--- config.mk ---
export PLATFORM = sky130hd
export DESIGN_NAME = irda_mir_rx_ctrl
export DESIGN_NICKNAME = d
export VERILOG_FILES = /design/src/rtl/irda_mir_rx_ctrl.sv
export SDC_FILE = /design/constraint.sdc
export NUM_CORES = 1
export LEC_CHECK = 0
export BUFFER_PORTS_ARGS = -buffer_cell sky130_fd_sc_hd__buf_2
export CAP_MARGIN = 20
export CORE_AREA = 2 2 155 157
export DETAILED_ROUTE_END_ITERATION = 10
export DIE_AREA = 0 0 157 159
export HOLD_SLACK_MARGIN = 0.1
export PLACE_DENSITY_LB_ADDON = 0.3
export SYNTH_ARGS = -nofsm -noshare
export SYNTH_HDL_FRONTEND = slang
export SYNTH_SLANG_ARGS = --single-unit
--- constraint.sdc ---
create_clock -name clk -period 12.9 [get_ports clk]
set_input_delay 0.645 -clock clk [delete_from_list [all_inputs] [get_ports clk]]
set_output_delay 0.645 -clock clk [all_outputs]
set_load 0.05 [all_outputs]
--- src/rtl/irda_mir_rx_ctrl.sv ---
// irda_mir_rx_ctrl: MIR receive frame controller.
// Forwards received words to the RX data FIFO, closes each frame into an
// 18-bit status word {crc_err, abort, length} held in a small status FIFO,
// aborts on overrun/oversize/break/software request, sequences receiver
// restarts and raises frame/error interrupts.
// Optional build macro IRDA_MIR_RX_FRAMECNT_EN adds frame_cnt_o[7:0], a
// wrapping count of status words stored.
//
// state     | meaning
// DISABLED  | receive off, restart held to the receiver
// IDLE      | waiting for first word or STO
// RECV      | forwarding words of the current frame
// CLOSE     | STO seen, waiting for its falling edge to sample CRC
// RESTART   | one-cycle restart request after an abort

module irda_mir_rx_ctrl #(
  parameter int          SFIFO_AW  = 2,
  parameter logic [15:0] MAX_WORDS = 16'd520
) (
  input  logic        clk,
  input  logic        wb_rst_i,
  input  logic        rx_enable,
  input  logic        sw_abort,
  input  logic        rxw_add_i,
  input  logic [31:0] rxw_dat_i,
  input  logic        mir_sto_i,
  input  logic        mir_crc_err_i,
  input  logic        mir_rx_err_i,
  input  logic [15:0] mir_len_i,
  input  logic        fifo_full_i,
  output logic        fifo_push_o,
  output logic [31:0] fifo_dat_o,
  output logic        mir_restart_o,
  input  logic        sfifo_rd_i,
  output logic [17:0] sfifo_dat_o,
  output logic        sfifo_empty_o,
  output logic        sfifo_ovf_o,
  output logic        irq_frame_o,
  output logic        irq_error_o
`ifdef IRDA_MIR_RX_FRAMECNT_EN
  ,
  output logic [7:0]  frame_cnt_o
`endif
);

  localparam int SFIFO_DEPTH = 1 << SFIFO_AW;

  typedef enum logic [2:0] {
    S_DISABLED,
    S_IDLE,
    S_RECV,
    S_CLOSE,
    S_RESTART
  } state_t;

  state_t              state_q, state_d;
  logic                sto_prev_q, sto_prev_d;
  logic [15:0]         len_q, len_d;
  logic [15:0]         cnt_q, cnt_d;
  logic                push_q, push_d;
  logic [31:0]         dat_q, dat_d;
  logic                restart_q, restart_d;
  logic                irq_frame_q, irq_frame_d;
  logic                irq_error_q, irq_error_d;
  logic                ovf_q, ovf_d;
  logic [SFIFO_AW-1:0] wr_ptr_q, wr_ptr_d;
  logic [SFIFO_AW-1:0] rd_ptr_q, rd_ptr_d;
  logic [SFIFO_AW:0]   count_q, count_d;
  logic [17:0]         mem_q [SFIFO_DEPTH];
`ifdef IRDA_MIR_RX_FRAMECNT_EN
  logic [7:0]          frame_cnt_q, frame_cnt_d;
`endif

  logic        sto_rise, sto_fall;
  logic        in_frame, word_ok, overrun, oversize, abort_req;
  logic        st_wr, st_store, st_rd;
  logic [17:0] st_wdat;

  // Next-state, datapath and status FIFO bookkeeping
  always_comb begin
    state_d     = state_q;
    sto_prev_d  = mir_sto_i;
    len_d       = len_q;
    cnt_d       = cnt_q;
    push_d      = 1'b0;
    dat_d       = dat_q;
    irq_frame_d = 1'b0;
    irq_error_d = 1'b0;
    ovf_d       = ovf_q;
    wr_ptr_d    = wr_ptr_q;
    rd_ptr_d    = rd_ptr_q;
    count_d     = count_q;
    st_wr       = 1'b0;
    st_wdat     = 18'd0;

    sto_rise  = mir_sto_i & ~sto_prev_q;
    sto_fall  = ~mir_sto_i & sto_prev_q;
    in_frame  = (state_q == S_RECV) || (state_q == S_CLOSE);
    word_ok   = rxw_add_i & ~fifo_full_i;
    overrun   = rxw_add_i & fifo_full_i;
    oversize  = (cnt_q >= MAX_WORDS);
    abort_req = in_frame & (sw_abort | mir_rx_err_i | overrun | oversize);

    if (!rx_enable) begin
      state_d = S_DISABLED;
      ovf_d   = 1'b0;
    end else begin
      case (state_q)
        S_DISABLED: state_d = S_IDLE;
        S_IDLE: begin
          // overrun on a first word is ignored: nothing to abort yet
          push_d = word_ok;
          if (sto_rise) begin
            len_d   = mir_len_i;
            state_d = S_CLOSE;
          end else if (word_ok) begin
            state_d = S_RECV;
          end
        end
        S_RECV: begin
          if (abort_req) begin
            st_wr       = 1'b1;
            st_wdat     = {1'b0, 1'b1, mir_len_i};
            irq_error_d = 1'b1;
            state_d     = S_RESTART;
          end else begin
            push_d = word_ok;
            if (sto_rise) begin
              len_d   = mir_len_i;
              state_d = S_CLOSE;
            end
          end
        end
        S_CLOSE: begin
          if (abort_req) begin
            st_wr       = 1'b1;
            st_wdat     = {1'b0, 1'b1, len_q};
            irq_error_d = 1'b1;
            state_d     = S_RESTART;
          end else begin
            push_d = word_ok;
            if (sto_fall) begin
              st_wr       = 1'b1;
              st_wdat     = {mir_crc_err_i, 1'b0, len_q};
              irq_frame_d = ~mir_crc_err_i;
              irq_error_d = mir_crc_err_i;
              state_d     = S_IDLE;
            end
          end
        end
        S_RESTART: state_d = S_IDLE;
        default:   state_d = S_DISABLED;
      endcase
    end

    if (push_d) dat_d = rxw_dat_i;

    // word counter lives only while a frame is open
    if ((state_d != S_RECV) && (state_d != S_CLOSE)) begin
      cnt_d = 16'd0;
    end else if (push_d && (cnt_q != 16'hFFFF)) begin
      cnt_d = cnt_q + 16'd1;
    end

    restart_d = (state_d == S_DISABLED) || (state_d == S_RESTART);

    // a read in the same cycle frees a slot for a write into a full FIFO
    st_rd    = sfifo_rd_i & (count_q != '0);
    st_store = st_wr & ((count_q != (SFIFO_AW+1)'(SFIFO_DEPTH)) | st_rd);
    if (st_wr && !st_store) begin
      ovf_d       = 1'b1;
      irq_error_d = 1'b1;
    end
    if (st_store) wr_ptr_d = wr_ptr_q + SFIFO_AW'(1);
    if (st_rd)    rd_ptr_d = rd_ptr_q + SFIFO_AW'(1);
    if (st_store && !st_rd)      count_d = count_q + (SFIFO_AW+1)'(1);
    else if (!st_store && st_rd) count_d = count_q - (SFIFO_AW+1)'(1);

`ifdef IRDA_MIR_RX_FRAMECNT_EN
    frame_cnt_d = frame_cnt_q + {7'd0, st_store};
`endif
  end

  // State, registered outputs and status FIFO storage
  always_ff @(posedge clk or posedge wb_rst_i) begin
    if (wb_rst_i) begin
      state_q     <= S_DISABLED;
      sto_prev_q  <= 1'b0;
      len_q       <= 16'd0;
      cnt_q       <= 16'd0;
      push_q      <= 1'b0;
      dat_q       <= 32'd0;
      restart_q   <= 1'b1;
      irq_frame_q <= 1'b0;
      irq_error_q <= 1'b0;
      ovf_q       <= 1'b0;
      wr_ptr_q    <= '0;
      rd_ptr_q    <= '0;
      count_q     <= '0;
      for (int i = 0; i < SFIFO_DEPTH; i++) mem_q[i] <= 18'd0;
`ifdef IRDA_MIR_RX_FRAMECNT_EN
      frame_cnt_q <= 8'd0;
`endif
    end else begin
      state_q     <= state_d;
      sto_prev_q  <= sto_prev_d;
      len_q       <= len_d;
      cnt_q       <= cnt_d;
      push_q      <= push_d;
      dat_q       <= dat_d;
      restart_q   <= restart_d;
      irq_frame_q <= irq_frame_d;
      irq_error_q <= irq_error_d;
      ovf_q       <= ovf_d;
      wr_ptr_q    <= wr_ptr_d;
      rd_ptr_q    <= rd_ptr_d;
      count_q     <= count_d;
      if (st_store) mem_q[wr_ptr_q] <= st_wdat;
`ifdef IRDA_MIR_RX_FRAMECNT_EN
      frame_cnt_q <= frame_cnt_d;
`endif
    end
  end

  assign fifo_push_o   = push_q;
  assign fifo_dat_o    = dat_q;
  assign mir_restart_o = restart_q;
  assign sfifo_dat_o   = mem_q[rd_ptr_q];
  assign sfifo_empty_o = (count_q == '0);
  assign sfifo_ovf_o   = ovf_q;
  assign irq_frame_o   = irq_frame_q;
  assign irq_error_o   = irq_error_q;
`ifdef IRDA_MIR_RX_FRAMECNT_EN
  assign frame_cnt_o   = frame_cnt_q;
`endif

endmodule

Word-level counts from Yosys, hierarchy flattened
Index checks and enable logic that the tools add are counted.
{"block": "totals", "reg_bits": 152, "in_bits": 58, "output_inout_bits": 56, "elab_cells": 119}
{"block": "classes", "n_addsub": 5, "magnitude_cmp": 4, "n_eq_ne": 11, "mux": 45, "n_bitwise": 17, "n_reduce_logical": 20}
{"op": "two-way mux 18 bit", "count": 6}
{"op": "bitwise mux 72 bit", "count": 1}
{"op": "two-way mux 16 bit", "count": 4}
{"op": "binary-select mux 18 bit (select 2 bit)", "count": 1}
{"op": "demux 18 bit (select 2 bit)", "count": 1}
{"op": "case mux 18 bit (2 select lines)", "count": 1}
{"op": "case mux 16 bit (2 select lines)", "count": 1}
{"op": "two-way mux 3 bit", "count": 9}
{"op": "two-way mux 17 bit", "count": 1}
{"op": "adder 16 x 1 -> 16 bit, second input constant", "count": 1}
{"op": ">= comparator 16 x 10 -> 1 bit, second input constant", "count": 1}
{"op": "two-way mux 1 bit", "count": 16}
{"op": "!= test 16 bit, second input constant", "count": 1}
{"op": "case mux 3 bit (4 select lines)", "count": 1}
{"op": "logical NOT 3 bit", "count": 3}
{"op": "AND 1 bit", "count": 7}
{"op": "equality test 3 x 2 -> 1 bit, second input constant", "count": 2}
{"op": "equality test 3 bit, second input constant", "count": 2}
{"op": ">= comparator 3 bit, second input constant", "count": 2}
{"op": "logical AND 1 bit", "count": 6}
{"op": "!= test 3 x 2 -> 1 bit, second input constant", "count": 2}
{"op": "NOT 2 -> 3 bit", "count": 2}
{"op": "case mux 1 bit (2 select lines)", "count": 3}
{"op": "nonzero test 2 bit", "count": 3}
{"op": "15 further kinds", "count": 25}

Depth between registers and ports, before layout
{"block": "logic_depth", "depth_word": 12, "mapped_depth": 9, "mapped_depth_nobuf": 9}

Worst setup path before layout
No wires, ideal clock.
{"block": "synth_path", "kind": "flip-flop to flip-flop", "start": "register count_q[0]", "end": "register count_q[2]", "setup_time_ns": 0.079, "arrival_time_ns": 2.835, "t_required_ns": 12.821, "slack_ns": 9.986, "stages_incl_launch_ff": 9, "path_buffers": 0, "period_less_slack_ns": 2.914, "cell_sequence": "dfrtp_1 > nor3_1 > nand2b_1 > ha_1 > inv_1 > fa_1 > xor2_1 > nor2_1 > xor2_1"}
{"block": "synth_between", "elab_chain_cells": 7, "elab_cells_between_ends": 14, "classes_between": "2 x add/sub; 1 x eq/ne; 2 x mux; 3 x bitwise; 6 x reduce/logical"}
{"item": "from (decl)", "line": "68", "rtl": "logic [SFIFO_AW:0] count_q, count_d;"}
{"item": "from (signal assigned)", "line": "217", "rtl": "count_q <= count_d;"}
{"item": "nonzero test 3 bit", "line": "168", "rtl": "st_rd = sfifo_rd_i & (count_q != '0);"}
{"item": "AND 1 bit", "line": "168"}
{"item": "bitwise OR 1 bit", "line": "169", "rtl": "st_store = st_wr & ((count_q != (SFIFO_AW+1)'(SFIFO_DEPTH)) | st_rd);"}
{"item": "AND 1 bit", "line": "169"}
{"item": "logical NOT 1 bit", "line": "177", "rtl": "else if (!st_store && st_rd) count_d = count_q - (SFIFO_AW+1)'(1);"}
{"item": "logical AND 1 bit", "line": "177"}
{"item": "nonzero test 2 bit (no line)"}
Parallel ways exist; a longest one is shown, timed or not. The select of a mux whose other input is x is not followed.
A chain may end at the register's enable or synchronous reset.

Worst setup path in the final report
{"block": "layout_path", "start": "register rd_ptr_q[1]", "end": "output sfifo_dat_o[14]"}
{"block": "layout_between", "elab_chain_cells": 4}
{"item": "from (decl)", "line": "67", "rtl": "logic [SFIFO_AW-1:0] rd_ptr_q, rd_ptr_d;"}
{"item": "from (signal assigned)", "line": "216", "rtl": "rd_ptr_q <= rd_ptr_d;"}
{"item": "NOT 2 -> 3 bit (not written as such)", "line": "228", "rtl": "assign sfifo_dat_o = mem_q[rd_ptr_q];"}
{"item": "binary-select mux 18 bit (select 2 bit)", "line": "228"}
{"item": "two-way mux 18 bit (not written as such) (2 in series)", "line": "228"}
{"item": "to (decl)", "line": "35", "rtl": "output logic [17:0] sfifo_dat_o,"}
Every way passes these cells. The select of a mux whose other input is x is not followed.

==> run metrics <==
syn_nets 621; Final period util 0.229; Cell variety after synth 48; final-report hold violation count 0; Crit path max-delay family flip-flops; post-synth top area cell dfrtp_1; critical path's slowest cell dfrtp_1; Cells after Synth roughly 560; WL/cell 15.2 µm; total global routing track utilization 0.128; Final Critical Period 2.95 ns; first-pass GRT wire length 24.9 mm; CP arrival 2.30 ns; Max Cap Viol 0; Critical Path Fanout Max 10; GR peak layer met2; total power between 1000 and 1500 µW; Cell Chain, Critical Path buf_4 -> mux4_2 -> buf_2; crit path kind reg2out; Worst Path Buf+Inv 2; most common cell after layout, fill and taps aside dfrtp_1; syn avg cell area ~12 µm²; worst-skew pair later-pin latency about 0.42 ns; Startpoint Class flop; pin count of the biggest net entering global routing 91; Die W between 150 and 200 µm; CP max stage delay about 0.76 ns; total negative slack 0 ns; post-synth top area share 0.570; clock skew around 0.010 ns; Slew Viols, Final 0; Synth warnings 0; clock sink count roughly 150; drt drc 0; Max Clock Freq about 340 MHz; TritonRoute pass-1 iters 4; H-tree depth 4; CTS Hold Bufs 0; CTS tree yes; final setup violation count 0; Power Density approximately 180 nW/µm²; top post-synthesis cells by area dfrtp_1 57%, mux2_2 6.6%, o21ai_0 6.2%; Global Route met1 Usage 0.166; remaining antenna violation count 0; Starting DRT DRC Count 190; Setup Fix Bufs, Post-CTS 0; CP endpoint kind output pin; Lkg Pwr ~0.0037 µW; Core Area 23200 µm²; required time of the worst setup path ~12 ns; via count about 4500; initial core utilization 0.286; Final HPWL DP about 10 mm; Routed WL 15.2 mm; vias per cell 4.52; fin nets about 730; met3 usage 0.0449; Die Area 25000 µm²; PostCTS Resize Cnt 0; r2r setup slk 9.99 ns; Mapped Area roughly 6600 µm²; slew of the pin with the lowest slew margin around 1.0 ns; grt ovf 0; Ports between 100 and 150; Seq/Total Area, Yosys 0.574; clk buf depth 2; Site Rows between 50 and 60; Max-slew headroom 0.321; Die Span Y about 160 µm; number of synthesized register bits 152; outcome finished, final reports clean; unrepaired setup endpoints after global routing false; most frequent cells in the layout 151 x dfrtp_1, 113 x buf_2, 90 x nand2_1; GP Congestion around 0.74; vias in the first global route roughly 4700; initial antenna violation count 4; Max IR drop VDD about 93 µV; Root Buffer clkbuf_16; CTS buffer count 17; layout cells sized above 1 0.339; M2 GR Usage 0.200; port bufs approximately 110; worst hold path class in2async; Clk pin slew, worst setup/hold paths ~0.070 ns; Area Growth Syn to Fin 23.5%
cells in the mapped netlist (all sizes together):
master,number
nor2,9
mux4,18
or3,7
o311ai,1
xnor2,5
nand3b,2
xor2,4
o211a,1
nand2b,5
o21ai,82
nand3,7
inv,12
fa,1
dfstp,1
clkbuf,21
nor4b,2
nor2b,4
nor3,7
nand2,90
o21a,8
nor4,3
and3b,1
and2,1
nand4,2
a211o,1
o2111ai,1
mux2i,1
nor3b,2
dfrtp,151
o21bai,1
a31o,1
or4,4
a31oi,1
mux2,49
a21oi,11
o211ai,4
a22oi,16
buf,7
a311oi,1
o31ai,3
ha,7
kinds of logic after synthesis:
logic type,synth area share
AO/OA/AOI/OAI,0.118
XOR/XNOR,0.0119
adder cells (fa/ha/maj),0.0162
buffers and inverters,0.0260
flip-flops,0.574
multiplexers,0.151
AND/OR/NAND/NOR,0.102
state kept, by name, indices dropped and copies added (netlist names):
name and count:
irq_error_o 1, rd_ptr_q 2, fifo_push_o 1, mir_restart_o 1, cnt_q 16, state_q 3
wr_ptr_q 2, sfifo_ovf_o 1, mem_q 72, count_q 3, len_q 16, sto_prev_q 1
irq_frame_o 1, fifo_dat_o 32
layer usage:
metal,vias to the layer above,part of all wire
met5,-,0.0027
met4,6,0.013
met3,21,0.060
met2,112,0.47
met1,2180,0.45
li1,2209,-
worst paths after layout:
kind,start,end,cells after the start
max,rd_ptr_q[1],sfifo_dat_o[14],3
max in group asynchronous,wb_rst_i,cnt_q[12],3
min in group clk,mir_sto_i,sto_prev_q,1
max reg2reg,cnt_q[12],len_q[1],6
min,wb_rst_i,fifo_dat_o[12],2
min reg2reg,mem_q[61],mem_q[61],2
area by class of cell:
cell class / instances / area (µm²)
Antenna cell: 1 / 2.50
Clock buffer: 17 / 425
Clock inverter: 15 / 145
Fill cell: 2291 / 15000
Inverter: 12 / 50.0
Multi-Input combinational cell: 363 / 2670
Sequential cell: 152 / 3800
Tap cell: 319 / 399
Timing Repair Buffer: 122 / 692
per-stage QoR:
stage | cell area, µm² | setup slack, ns | util | std cells | hold slack (ns)
floorplan | 6630 | 8.16 | - | 555 | 0.445
global placement | 7520 | 9.76 | 0.324 | 963 | 0.456
global route | 8190 | 9.80 | 0.353 | 1000 | 0.367
finish | 8190 | 9.95 | 0.353 | 1001 | 0.362
CTS | 8120 | 9.79 | 0.350 | 996 | 0.356
detailed placement | 7550 | 9.71 | 0.325 | 964 | 0.466
power by group:
part	total, µW	switching, µW	internal [µW]
Combinational	354	224	129
Sequential	594	49.7	544
Clock	487	230	257
No activity file was read; power rests on OpenSTA's default activity.
